`src/rtl/wb_timer_ctrl_pkg.sv`:
```
`default_nettype none
// ============================================================================
// Module      : wb_timer_ctrl_pkg
// Description : Shared definitions for the 64-bit machine-timer sequencer.
//               Provides the timer register offsets (LO/HI word pairs), the
//               command op codes, the MTIMECMP safe-high value, the sequencer
//               state encoding, and helpers that map a command and step index
//               to a bus address offset and write data word.
// Ports       : none (package)
// Revision    : 1.0 - initial release
// ============================================================================
package wb_timer_ctrl_pkg;

    // Byte offsets of the timer slave registers, relative to TIMER_BASE
    localparam logic [31:0] c_mtime_lo    = 32'h0000_0000;
    localparam logic [31:0] c_mtime_hi    = 32'h0000_0004;
    localparam logic [31:0] c_mtimecmp_lo = 32'h0000_0008;
    localparam logic [31:0] c_mtimecmp_hi = 32'h0000_000C;
    localparam logic [31:0] c_tgt_clk_lo  = 32'h0000_0010;
    localparam logic [31:0] c_tgt_clk_hi  = 32'h0000_0014;

    // Parking MTIMECMP_LO here first means no intermediate compare value can
    // be at or below the running time while the HI word is being replaced.
    localparam logic [31:0] c_cmp_safe_hi = 32'hFFFF_FFFF;

    typedef enum logic [1:0] {
        OP_SET_CMP   = 2'd0,
        OP_SET_TGT   = 2'd1,
        OP_READ_TIME = 2'd2,
        OP_SET_TIME  = 2'd3
    } op_t;

    // GAP states are the mandatory bus-idle cycles; the next transaction is
    // launched from there so it starts right after the idle cycle.
    typedef enum logic [2:0] {
        S_IDLE   = 3'd0,
        S_WR_GAP = 3'd1,
        S_WR_REQ = 3'd2,
        S_RD_GAP = 3'd3,
        S_RD_REQ = 3'd4,
        S_RSP    = 3'd5
    } state_t;

    // Write sequence: LO (parking value), HI, LO (final value)
    function automatic logic [31:0] f_wr_offset(input op_t op, input logic [1:0] step);
        logic [31:0] v_lo;
        logic [31:0] v_hi;
        case (op)
            OP_SET_CMP: begin v_lo = c_mtimecmp_lo; v_hi = c_mtimecmp_hi; end
            OP_SET_TGT: begin v_lo = c_tgt_clk_lo;  v_hi = c_tgt_clk_hi;  end
            default:    begin v_lo = c_mtime_lo;    v_hi = c_mtime_hi;    end
        endcase
        return (step == 2'd1) ? v_hi : v_lo;
    endfunction

    function automatic logic [31:0] f_wr_data(input op_t op, input logic [1:0] step,
                                              input logic [63:0] data);
        case (step)
            2'd0:    return (op == OP_SET_CMP) ? c_cmp_safe_hi : 32'h0;
            2'd1:    return data[63:32];
            default: return data[31:0];
        endcase
    endfunction

    // Read sequence: HI, LO, HI
    function automatic logic [31:0] f_rd_offset(input logic [1:0] step);
        return (step == 2'd1) ? c_mtime_lo : c_mtime_hi;
    endfunction

endpackage
`default_nettype wire

```
`src/rtl/wb_timer_ctrl_single_master.sv`:
```
`default_nettype none
// ============================================================================
// Module      : wb_timer_ctrl_single_master
// Description : Runs one Wishbone transaction per start pulse.
//               Write: cyc/stb/we held with stable addr/data until ack, or
//               abort with err after ACK_TIMEOUT cycles without ack.
//               Read : cyc/stb high for exactly two cycles, read data passed
//               through combinationally and valid in the second cycle (done).
//               done_o/err_o are combinational and high in the last bus cycle;
//               cyc drops on the following edge.
// Ports       : clk_i, rst_n_i            clock, async active-low reset
//               start_i, we_i, addr_i, data_i   request (taken only when idle)
//               done_o, err_o, rdata_o     completion, timeout, read data
//               wbm_*                      Wishbone master bus
// Revision    : 1.0 - initial release
// ============================================================================
module wb_timer_ctrl_single_master #(
    parameter int ACK_TIMEOUT = 16
) (
    input  logic        clk_i,
    input  logic        rst_n_i,
    input  logic        start_i,
    input  logic        we_i,
    input  logic [31:0] addr_i,
    input  logic [31:0] data_i,
    output logic        done_o,
    output logic        err_o,
    output logic [31:0] rdata_o,
    output logic [31:0] wbm_addr_o,
    output logic [31:0] wbm_data_o,
    output logic        wbm_we_o,
    output logic [3:0]  wbm_sel_o,
    output logic        wbm_stb_o,
    output logic        wbm_cyc_o,
    input  logic        wbm_ack_i,
    input  logic [31:0] wbm_data_i
);

    localparam int CNT_W = $clog2(ACK_TIMEOUT);
    localparam logic [CNT_W-1:0] c_cnt_last = CNT_W'(ACK_TIMEOUT - 1);
    localparam logic [CNT_W-1:0] c_rd_last  = CNT_W'(1);

    logic             r_cyc;
    logic             r_we;
    logic [31:0]      r_addr;
    logic [31:0]      r_wdata;
    logic [CNT_W-1:0] r_cnt;     // cycles cyc has been high, minus one

    logic w_ack_done;
    logic w_timeout;
    logic w_rd_done;
    logic w_done;

    // An ack in the final allowed cycle still counts as success
    assign w_ack_done = r_cyc &  r_we & wbm_ack_i;
    assign w_timeout  = r_cyc &  r_we & ~wbm_ack_i & (r_cnt == c_cnt_last);
    assign w_rd_done  = r_cyc & ~r_we & (r_cnt == c_rd_last);
    assign w_done     = w_ack_done | w_timeout | w_rd_done;

    always_ff @(posedge clk_i or negedge rst_n_i) begin
        if (!rst_n_i) begin
            r_cyc   <= 1'b0;
            r_we    <= 1'b0;
            r_addr  <= 32'h0;
            r_wdata <= 32'h0;
            r_cnt   <= '0;
        end else if (!r_cyc) begin
            if (start_i) begin
                r_cyc   <= 1'b1;
                r_we    <= we_i;
                r_addr  <= addr_i;
                r_wdata <= we_i ? data_i : 32'h0;
                r_cnt   <= '0;
            end
        end else if (w_done) begin
            r_cyc   <= 1'b0;
            r_we    <= 1'b0;
            r_addr  <= 32'h0;
            r_wdata <= 32'h0;
            r_cnt   <= '0;
        end else begin
            r_cnt <= r_cnt + CNT_W'(1);
        end
    end

    assign done_o     = w_done;
    assign err_o      = w_timeout;
    assign rdata_o    = wbm_data_i;
    assign wbm_addr_o = r_addr;
    assign wbm_data_o = r_wdata;
    assign wbm_we_o   = r_we;
    assign wbm_sel_o  = {4{r_cyc}};
    assign wbm_stb_o  = r_cyc;
    assign wbm_cyc_o  = r_cyc;

endmodule
`default_nettype wire

```
`src/rtl/wb_timer_ctrl.sv`:
```
`default_nettype none
// ============================================================================
// Module      : wb_timer_ctrl
// Description : Wishbone master sequencer for the 64-bit machine timer.
//               Turns one 64-bit command into three 32-bit transactions:
//               SET_* writes LO(park), HI, LO(final) so no transient value is
//               seen by the timer; READ_TIME reads HI, LO, HI and retries up to
//               MAX_RETRY extra rounds while the HI words disagree.
//               Accept -> rsp_valid_o is 10 cycles with a 1-cycle ack.
// Ports       : clk_i, rst_n_i                   clock, async active-low reset
//               cmd_valid_i/cmd_ready_o/cmd_op_i/cmd_data_i   command port
//               rsp_valid_o/rsp_err_o/rsp_data_o  completion pulse and result
//               wbm_*                            Wishbone master to timer slave
// Revision    : 1.0 - initial release
// ============================================================================
module wb_timer_ctrl
    import wb_timer_ctrl_pkg::*;
#(
    parameter logic [31:0] TIMER_BASE  = 32'h0,
    parameter int          ACK_TIMEOUT = 16,
    parameter int          MAX_RETRY   = 3
) (
    input  logic        clk_i,
    input  logic        rst_n_i,
    input  logic        cmd_valid_i,
    output logic        cmd_ready_o,
    input  logic [1:0]  cmd_op_i,
    input  logic [63:0] cmd_data_i,
    output logic        rsp_valid_o,
    output logic        rsp_err_o,
    output logic [63:0] rsp_data_o,
    output logic [31:0] wbm_addr_o,
    output logic [31:0] wbm_data_o,
    output logic        wbm_we_o,
    output logic [3:0]  wbm_sel_o,
    output logic        wbm_stb_o,
    output logic        wbm_cyc_o,
    input  logic        wbm_ack_i,
    input  logic [31:0] wbm_data_i
);

    localparam int RETRY_W = (MAX_RETRY > 0) ? $clog2(MAX_RETRY + 1) : 1;
    localparam logic [RETRY_W-1:0] c_retry_max = RETRY_W'(MAX_RETRY);

    state_t             r_state;
    state_t             w_state_nxt;
    op_t                r_op;
    logic [63:0]        r_data;
    logic [1:0]         r_step;    // index of next transaction; 3 = sequence done
    logic [RETRY_W-1:0] r_retry;
    logic [31:0]        r_hi0;
    logic [31:0]        r_lo;
    logic [31:0]        r_hi1;
    logic               r_err;
    logic [63:0]        r_rsp_data;

    logic        w_accept;
    logic        w_start;
    logic        w_we;
    logic        w_retry;
    logic        w_rd_finish;
    logic        w_match;
    logic [1:0]  w_step_sel;
    logic [31:0] w_addr;
    logic [31:0] w_wdata;
    logic        w_m_done;
    logic        w_m_err;
    logic [31:0] w_m_rdata;

    assign w_match    = (r_hi0 == r_hi1);
    assign w_we       = (r_op != OP_READ_TIME);
    // A retry relaunches from the HI read before r_step is rewound
    assign w_step_sel = w_retry ? 2'd0 : r_step;
    assign w_addr     = TIMER_BASE + (w_we ? f_wr_offset(r_op, w_step_sel)
                                           : f_rd_offset(w_step_sel));
    assign w_wdata    = w_we ? f_wr_data(r_op, w_step_sel, r_data) : 32'h0;

    always_ff @(posedge clk_i or negedge rst_n_i) begin
        if (!rst_n_i) begin
            r_state <= S_IDLE;
        end else begin
            r_state <= w_state_nxt;
        end
    end

    always_comb begin
        w_state_nxt = r_state;
        w_accept    = 1'b0;
        w_start     = 1'b0;
        w_retry     = 1'b0;
        w_rd_finish = 1'b0;
        case (r_state)
            S_IDLE: begin
                if (cmd_valid_i) begin
                    w_accept    = 1'b1;
                    w_state_nxt = (op_t'(cmd_op_i) == OP_READ_TIME) ? S_RD_GAP : S_WR_GAP;
                end
            end
            S_WR_GAP: begin
                if (r_step == 2'd3) begin
                    w_state_nxt = S_RSP;
                end else begin
                    w_start     = 1'b1;
                    w_state_nxt = S_WR_REQ;
                end
            end
            S_WR_REQ: begin
                // Timeout skips the remaining writes; earlier ones stay applied
                if (w_m_done) begin
                    w_state_nxt = w_m_err ? S_RSP : S_WR_GAP;
                end
            end
            S_RD_GAP: begin
                if (r_step == 2'd3) begin
                    if (w_match || (r_retry == c_retry_max)) begin
                        w_rd_finish = 1'b1;
                        w_state_nxt = S_RSP;
                    end else begin
                        w_retry     = 1'b1;
                        w_start     = 1'b1;
                        w_state_nxt = S_RD_REQ;
                    end
                end else begin
                    w_start     = 1'b1;
                    w_state_nxt = S_RD_REQ;
                end
            end
            S_RD_REQ: begin
                if (w_m_done) begin
                    w_state_nxt = S_RD_GAP;
                end
            end
            S_RSP: begin
                w_state_nxt = S_IDLE;
            end
            default: begin
                w_state_nxt = S_IDLE;
            end
        endcase
    end

    always_ff @(posedge clk_i or negedge rst_n_i) begin
        if (!rst_n_i) begin
            r_op       <= OP_SET_CMP;
            r_data     <= 64'h0;
            r_step     <= 2'd0;
            r_retry    <= '0;
            r_hi0      <= 32'h0;
            r_lo       <= 32'h0;
            r_hi1      <= 32'h0;
            r_err      <= 1'b0;
            r_rsp_data <= 64'h0;
        end else begin
            if (w_accept) begin
                r_op       <= op_t'(cmd_op_i);
                r_data     <= cmd_data_i;
                r_step     <= 2'd0;
                r_retry    <= '0;
                r_err      <= 1'b0;
                r_rsp_data <= 64'h0;
            end
            if (w_retry) begin
                r_step  <= 2'd0;
                r_retry <= r_retry + RETRY_W'(1);
            end
            if (w_m_done) begin
                if (w_m_err) begin
                    r_err <= 1'b1;
                end else begin
                    r_step <= r_step + 2'd1;
                end
                if (!w_we) begin
                    case (r_step)
                        2'd0:    r_hi0 <= w_m_rdata;
                        2'd1:    r_lo  <= w_m_rdata;
                        default: r_hi1 <= w_m_rdata;
                    endcase
                end
            end
            if (w_rd_finish) begin
                r_rsp_data <= w_match ? {r_hi0, r_lo} : {r_hi1, r_lo};
                r_err      <= ~w_match;
            end
        end
    end

    wb_timer_ctrl_single_master #(
        .ACK_TIMEOUT (ACK_TIMEOUT)
    ) u_master (
        .clk_i      (clk_i),
        .rst_n_i    (rst_n_i),
        .start_i    (w_start),
        .we_i       (w_we),
        .addr_i     (w_addr),
        .data_i     (w_wdata),
        .done_o     (w_m_done),
        .err_o      (w_m_err),
        .rdata_o    (w_m_rdata),
        .wbm_addr_o (wbm_addr_o),
        .wbm_data_o (wbm_data_o),
        .wbm_we_o   (wbm_we_o),
        .wbm_sel_o  (wbm_sel_o),
        .wbm_stb_o  (wbm_stb_o),
        .wbm_cyc_o  (wbm_cyc_o),
        .wbm_ack_i  (wbm_ack_i),
        .wbm_data_i (wbm_data_i)
    );

    // Ready is gated by the reset pin so it reads low throughout reset
    assign cmd_ready_o = (r_state == S_IDLE) & rst_n_i;
    assign rsp_valid_o = (r_state == S_RSP);
    assign rsp_err_o   = (r_state == S_RSP) & r_err;
    assign rsp_data_o  = r_rsp_data;

endmodule
`default_nettype wire

```
`config.mk`:
```
export PLATFORM = sky130hd
export DESIGN_NAME = wb_timer_ctrl
export DESIGN_NICKNAME = d
export VERILOG_FILES = /design/src/rtl/wb_timer_ctrl_pkg.sv /design/src/rtl/wb_timer_ctrl_single_master.sv /design/src/rtl/wb_timer_ctrl.sv
export SDC_FILE = /design/constraint.sdc
export NUM_CORES = 1
export LEC_CHECK = 0
export ABC_AREA = 1
export CAP_MARGIN = 10
export CORE_ASPECT_RATIO = 1.75
export CORE_UTILIZATION = 45
export CTS_CLUSTER_DIAMETER = 80
export CTS_CLUSTER_SIZE = 12
export DETAILED_ROUTE_END_ITERATION = 12
export PLACE_DENSITY_LB_ADDON = 0.3
export SYNTH_ARGS = -nofsm -noshare
export SYNTH_HDL_FRONTEND = slang
export SYNTH_SLANG_ARGS = --single-unit
export TNS_END_PERCENT = 30
```
`constraint.sdc`:
```
create_clock -name clk_i -period 1.87 [get_ports clk_i]
set_input_delay 0.374 -clock clk_i [delete_from_list [all_inputs] [get_ports clk_i]]
set_output_delay 0.374 -clock clk_i [all_outputs]
set_load 0.1 [all_outputs]
```
# Yosys cells after proc, flatten, opt, wreduce, memory -nomap -nowiden
# Cells that the tools add are included.
[totals]
out_inout_bits = 138
regBits = 304
[classes]
n_reduce_logical = 14
muxes = 56
eq_ne = 19
add_sub_neg = 3
bitwise = 15
[op_table]
columns = ["op", "n"]
rows = [
  ["two-way mux 32 bit", 9],
  ["two-way mux 64 bit", 3],
  ["case mux 32 bit (2 select lines)", 1],
  ["== test 32 bit", 1],
  ["two-way mux 1 bit", 21],
  ["two-way mux 3 bit", 7],
  ["case mux 5 bit (2 select lines)", 2],
  ["two-way mux 2 bit", 8],
  ["case mux 3 bit (5 select lines)", 1],
  ["two-way mux 4 bit", 3],
  ["AND reduction 3 bit", 4],
  ["bitwise AND 1 bit", 8],
  ["== test 2 x 1 -> 1 bit (second input constant)", 3],
  ["== test 2 bit (second input constant)", 3],
  ["== test 3 x 2 -> 1 bit (second input constant)", 2],
  ["== test 3 bit (second input constant)", 2],
  ["zero test 2 bit", 3],
  ["!= test 2 x 1 -> 1 bit (second input constant)", 3],
  ["nonzero test 2 bit", 3],
  ["inverter 1 bit", 5],
  ["adder 2 x 1 -> 2 bit (second input constant)", 2],
  ["adder 4 x 1 -> 4 bit (second input constant)", 1],
  ["== test 4 x 1 -> 1 bit (second input constant)", 1],
  ["== test 4 bit (second input constant)", 1],
  ["other kinds (8)", 10],
]

# Depth between registers and ports, before layout
# Gate-level depths: netlist of the first run.
[logic_depth]
ltp_word = 11
ltp_mapped = 16

# Modules after synthesis
# From an unflattened synthesis of the first run, not the netlist that was laid out.
[unflattened]
hier_cells = 1559
hier_area_um2 = 13834.5
[modules_own_cells]
columns = ["mod", "area_each_um2", "seq_area_each_um2", "n_inst", "cells_per_inst"]
rows = [
  ["wb_timer_ctrl", 10456.3, 5855.6, 1, 1187],
  ["wb_timer_ctrl_single_master", 3378.2, 1751.7, 1, 372],
]

# Worst setup path after synthesis of the first run
# Ideal clock, no wire load.
[synth_path]
kind = "reg-to-output"
startpoint = "register r_state[1]"
endpoint = "output port rsp_err_o"
n_path_buf = 0
required_ns = 1.496
stages_incl_launch_ff = 4
t_arrival_ns = 2.771
path_slack_ns = -1.275
cell_sequence = "dfrtp_1 inv_1 nand2_1 nor3b_1"
[synth_between]
elab_chain_len = 2
[synth_rtl]
columns = ["element", "line", "rtl"]
rows = [
  ["start: declaration", "wb_timer_ctrl.sv:45", "state_t r_state;"],
  ["start signal: assignment", "wb_timer_ctrl.sv:82", "r_state <= w_state_nxt;"],
  ["== test 3 bit", "wb_timer_ctrl.sv:212", "assign rsp_err_o = (r_state == S_RSP) & r_err;"],
  ["bitwise AND 1 bit", "wb_timer_ctrl.sv:212", ""],
  ["end: declaration", "wb_timer_ctrl.sv:30", "output logic rsp_err_o,"],
]
# No other way between the ends.

# Worst setup path in the final report of the first run
[layout_path]
startpoint = "register r_hi1[26]"
endpoint = "register u_master.r_wdata[1] (netlist: u_master.wbm_data_o[1])"
[layout_between]
elab_chain_len = 11
elab_cells_between_ends = 16
classes_between = "2 x eq/ne; 10 x mux; 4 x reduce/logical"
[layout_rtl]
columns = ["element", "line", "rtl"]
rows = [
  ["start: declaration", "wb_timer_ctrl.sv:53", "logic [31:0] r_hi1;"],
  ["start signal: assignment", "wb_timer_ctrl.sv:176", "default: r_hi1 <= w_m_rdata;"],
  ["== test 32 bit *", "wb_timer_ctrl.sv:70", "assign w_match = (r_hi0 == r_hi1);"],
  ["logical OR 1 bit *", "wb_timer_ctrl.sv:115", "if (w_match || (r_retry == c_retry_max)) begin"],
  ["two-way mux 1 bit *", "wb_timer_ctrl.sv:115", ""],
  ["two-way mux 1 bit", "wb_timer_ctrl.sv:114", "if (r_step == 2'd3) begin"],
  ["two-way mux 1 bit", "wb_timer_ctrl.sv:92", "case (r_state)"],
  ["two-way mux 2 bit", "wb_timer_ctrl.sv:73", "assign w_step_sel = w_retry ? 2'd0 : r_step;"],
  ["== test 2 x 1 -> 1 bit / zero test 2 bit (equally long branches)", "wb_timer_ctrl_pkg.sv:58", "case (step)"],
  ["case mux 32 bit (2 select lines)", "wb_timer_ctrl_pkg.sv:58", ""],
  ["two-way mux 32 bit", "wb_timer_ctrl_single_master.sv:72", "r_wdata <= we_i ? data_i : 32'h0;"],
  ["two-way mux 32 bit", "wb_timer_ctrl_single_master.sv:68", "if (start_i) begin"],
  ["two-way mux 32 bit", "wb_timer_ctrl_single_master.sv:67", "end else if (!r_cyc) begin"],
  ["end signal: assignment", "wb_timer_ctrl_single_master.sv:72", ""],
  ["end: declaration", "wb_timer_ctrl_single_master.sv:46", "logic [31:0] r_wdata;"],
]
# Every way passes the cells marked *; elsewhere a longest branch is shown, timed or not. The select of a mux whose other input is x is not followed.
# A chain may end at the register's enable or synchronous reset.

==> impl_metrics.toml, run 1 <==
[run_status]
violations = "negative setup slack"
outcome = "finished, violations left"

[synthesis]
ys_seq_elements = 275
synth.avg_cell_area_sq_um = 8.87
ys_seq_area_frac = 0.557
synth.most_common_cell = "nand2_1"
async_flop_share = 1.00
syn_area_sq_um = 12300
synth_edf_count = 0
yosys_warnings = 0
ys_top_cells_by_area = "dfrtp_1 (56%), nand2_1 (14%), nand3_1 (5.7%)"
synth_top_area_cell = "dfrtp_1"
netlist-cell-type-count = 35
synth_common_cells = "nand2_1 (460), dfrtp_1 (275), nand3_1 (141)"
netlist.area_leader.share = 0.557
dominantRegCellSynth = "dfrtp_1"
synth_cells = 1392

[cts]
clock-sinks = 275
clk_pin_slew_ns = 0.06
cts_buffer_depth = 3
insertion_delay_ns = 0.53
cts.htree.levels = 1
root_buffer = "clkbuf_16"
cts_inserted_buffers = 26
cts_tree = "done"

[worst_setup_path]
cp.arrival_ns = 2.42
r2r-start = "r_hi1[26]$_DFFE_PN0P_"
crit_fanout = 8
critPathLaunchType = "register"
cp_slowest_cell = "dfrtp_1"
worstSetupPathType = "register to register"
slowest_delay_ns = 0.39
critPathRequiredTime_ns = 2.33
startpoint = "r_hi1[26]$_DFFE_PN0P_"
worstPathCellList = "xnor2_1 > nand2_1 > nor2_2 > nand2_2 > nor2_4 > nand2_4 > nand3_4 > buf_12 > nand2_4 > nand2_1 > nand2_1 > nand2_1 > nand2_1 > nand2_1"
cpMostUsedCell = "nand2_1"
cp-end-kind = "register"

[route]
drt_iter0_drc = 523
via_count = 10000
drc = 0
viasPerCell = 5.01
drt_wl_total_mm = 32.4
firstDrtPassIters = 7
ant_nets = 0
wl_per_cell_um = 16.2

[place]
port_buffers = 210
place_inst = 1952
dp_hpwl_mm = 21.1
post_dp_cell_area_sq_um = 16000
routabilityCongestion = 0.788
pre_cts_slack_ns = -0.218

[pwr]
netSwitchingPower_uw = 10600
clkPwrFrac = 0.181
p_int_uw = 15100
p_comb_frac = 0.461
seq_power_share = 0.357
p_leak_uw = 0.00848
ir_worst_vdd_mv = 0.820
power.density_nw_per_um2 = 1510
p_sw_frac = 0.413

[worst_hold_path]
hp-start = "cmd_data_i[23]"
worst_hold_path_type = "primary input to register"

[sta]
min_period_ns = 1.96
fin_crit_sh = 1.05
slew_violations = 0
rsz0062_at_grt = "yes"
layout_setup_ws_ns = -0.0924
clock.fmax_mhz = 510
worst_pin_slew_ns = 0.903
finalSetupTns_ns = -2.29
finalSetupViolCount = 41
hold_violations = 0
finClkSkew_ns = 0.0125
max_slew_margin = 0.398

[global_route]
grt_pass1_vias = 10300
antenna_found_initial = 2
grt_pass1_wl_mm = 52.0
overflow = 0
grt_max_degree = 120
track_usage = 0.233

[final_layout]
finalInstanceArea_sq_um = 17000
final_cells = 1996
area_delta_synth_final_pct = 38.0
drive_gt1_frac = 0.194
layout.nets = 1739

[floorplan]
die_w_um = 127
die_area_sq_um = 28100
core_sq_um = 26800
rows = 79
dieHeight_um = 221
io-pin-count = 240
start_util = 0.461

[run]
max_cap_violations = 0
[final timing paths]
check / to / slack [ns] / depth (start not counted)
max: u_master.wbm_data_o[1]$_DFFE_PN0P_ / -0.09 / 14
min: r_data[23]$_DFFE_PN0P_ / 0.43 / 3
max reg2reg: u_master.wbm_data_o[1]$_DFFE_PN0P_ / -0.09 / 14
min reg2reg: rsp_data_o[1]$_DFFE_PN0P_ / 0.47 / 2
max in group asynchronous: u_master.wbm_cyc_o$_DFF_PN0_ / 0.45 / 3
min in group asynchronous: r_data[32]$_DFFE_PN0P_ / 0.53 / 3
[repair_timing]
item | CTS | global route
gates cloned | 5 | 2
gates resized for setup | 23 | 26
buffers inserted | 5 | 2
pin swaps | 8 | 8
endpoints found under the hold margin | 87 | 0
hold buffers | 1 | 0
setup endpoints to repair | 106 | 107
[kinds of logic (layout without fill, tap and decap cells)]
logic type,Yosys count,in the layout,share of synthesized area
buffers and inverters,216,423,0.0900
AND/OR/NAND/NOR,675,679,0.231
multiplexers,33,33,0.0301
flip-flops,275,275,0.557
other,1,30,0.000304
AO/OA/AOI/OAI,160,160,0.0665
XOR/XNOR,25,25,0.0177
adder cells (fa/ha/maj),7,7,0.00709
[per-layer routing]
metal	vias up	GRT usage	part of all wire
met5	-	0	0.00040
met4	2	0.106	0.043
li1	4805	-	-
met1	4813	0.264	0.37
met2	295	0.426	0.53
met3	85	0.0343	0.052
[metrics by stage]
step	hold WS [ns]	util	power (uW)
2_1_floorplan	0.0784	-	16700
3_3_place_gp	0.459	0.599	20200
3_5_place_dp	0.461	0.599	20600
4_1_cts	0.410	0.633	25600
5_1_grt	0.419	0.636	27300
6_report	0.430	0.636	25700
[sequential cells by signal (all words and copies together) (netlist names), 2 cells and up]
| name | count |
|---|---|
| r_retry | 2 |
| r_hi0 | 32 |
| u_master.r_cnt | 4 |
| r_step | 2 |
| r_state | 3 |
| rsp_data_o | 64 |
| u_master.wbm_addr_o | 3 |
| r_hi1 | 32 |
| r_op | 2 |
| r_lo | 32 |
| u_master.wbm_data_o | 32 |
| r_data | 64 |
[final cells by class]
| cell class | count | area (sq um) |
|---|---|---|
| clock buffer | 29 | 683 |
| antenna | 1 | 2.50 |
| tap | 364 | 455 |
| inverter | 103 | 389 |
| timing repair buffer | 291 | 3980 |
| sequential | 275 | 6890 |
| fill | 2212 | 9750 |
| multi-input combinational | 933 | 4640 |
[critical path: cells and delay by family, from the launching register on]
kind / cells / cell delay (ns)
XOR/XNOR: 1 / 0.16
buffers and inverters: 1 / 0.16
flip-flops: 1 / 0.39
AND/OR/NAND/NOR: 12 / 1.18
[power groups by stage]
| stage | sequential, uW | combinational [uW] | clock (uW) |
|---|---|---|---|
| 3_5_place_dp | 9250 | 11300 | 0 |
| 5_1_grt | 9400 | 12900 | 5000 |
| 3_3_place_gp | 9160 | 11100 | 0 |
| 6_report | 9190 | 11900 | 4660 |
| 4_1_cts | 9180 | 11700 | 4780 |
| 2_1_floorplan | 10600 | 6070 | 0 |
[cells in the final DEF, fill, tap and decap left out, drive strengths merged]
| master | instances |
|---|---|
| o21ai | 116 |
| o22ai | 5 |
| xor2 | 1 |
| nor3b | 1 |
| ha | 7 |
| nand3 | 147 |
| nor2 | 57 |
| conb | 29 |
| a21oi | 35 |
| diode | 1 |
| inv | 103 |
| dlygate4sd3 | 1 |
| dfrtp | 275 |
| o21a | 1 |
| a41oi | 1 |
| mux2 | 33 |
| a311oi | 1 |
| nor3 | 4 |
| and3 | 1 |
| clkbuf | 30 |
| nand2 | 469 |
| buf | 189 |
| o2111ai | 1 |
| xnor2 | 24 |
| clkdlybuf4s50 | 100 |
Power figures use the tool's default switching activity.
==> run 2, diff against run 1 <==
--- a/config.mk
+++ b/config.mk
@@ -6,7 +6,6 @@
 export NUM_CORES = 1
 export LEC_CHECK = 0
 export ABC_AREA = 1
-export CAP_MARGIN = 10
 export CORE_ASPECT_RATIO = 1.75
 export CORE_UTILIZATION = 45
 export CTS_CLUSTER_DIAMETER = 80
==> results of run 2 <==
No change in the layout: final DEF, timing and power equal those of run 1.
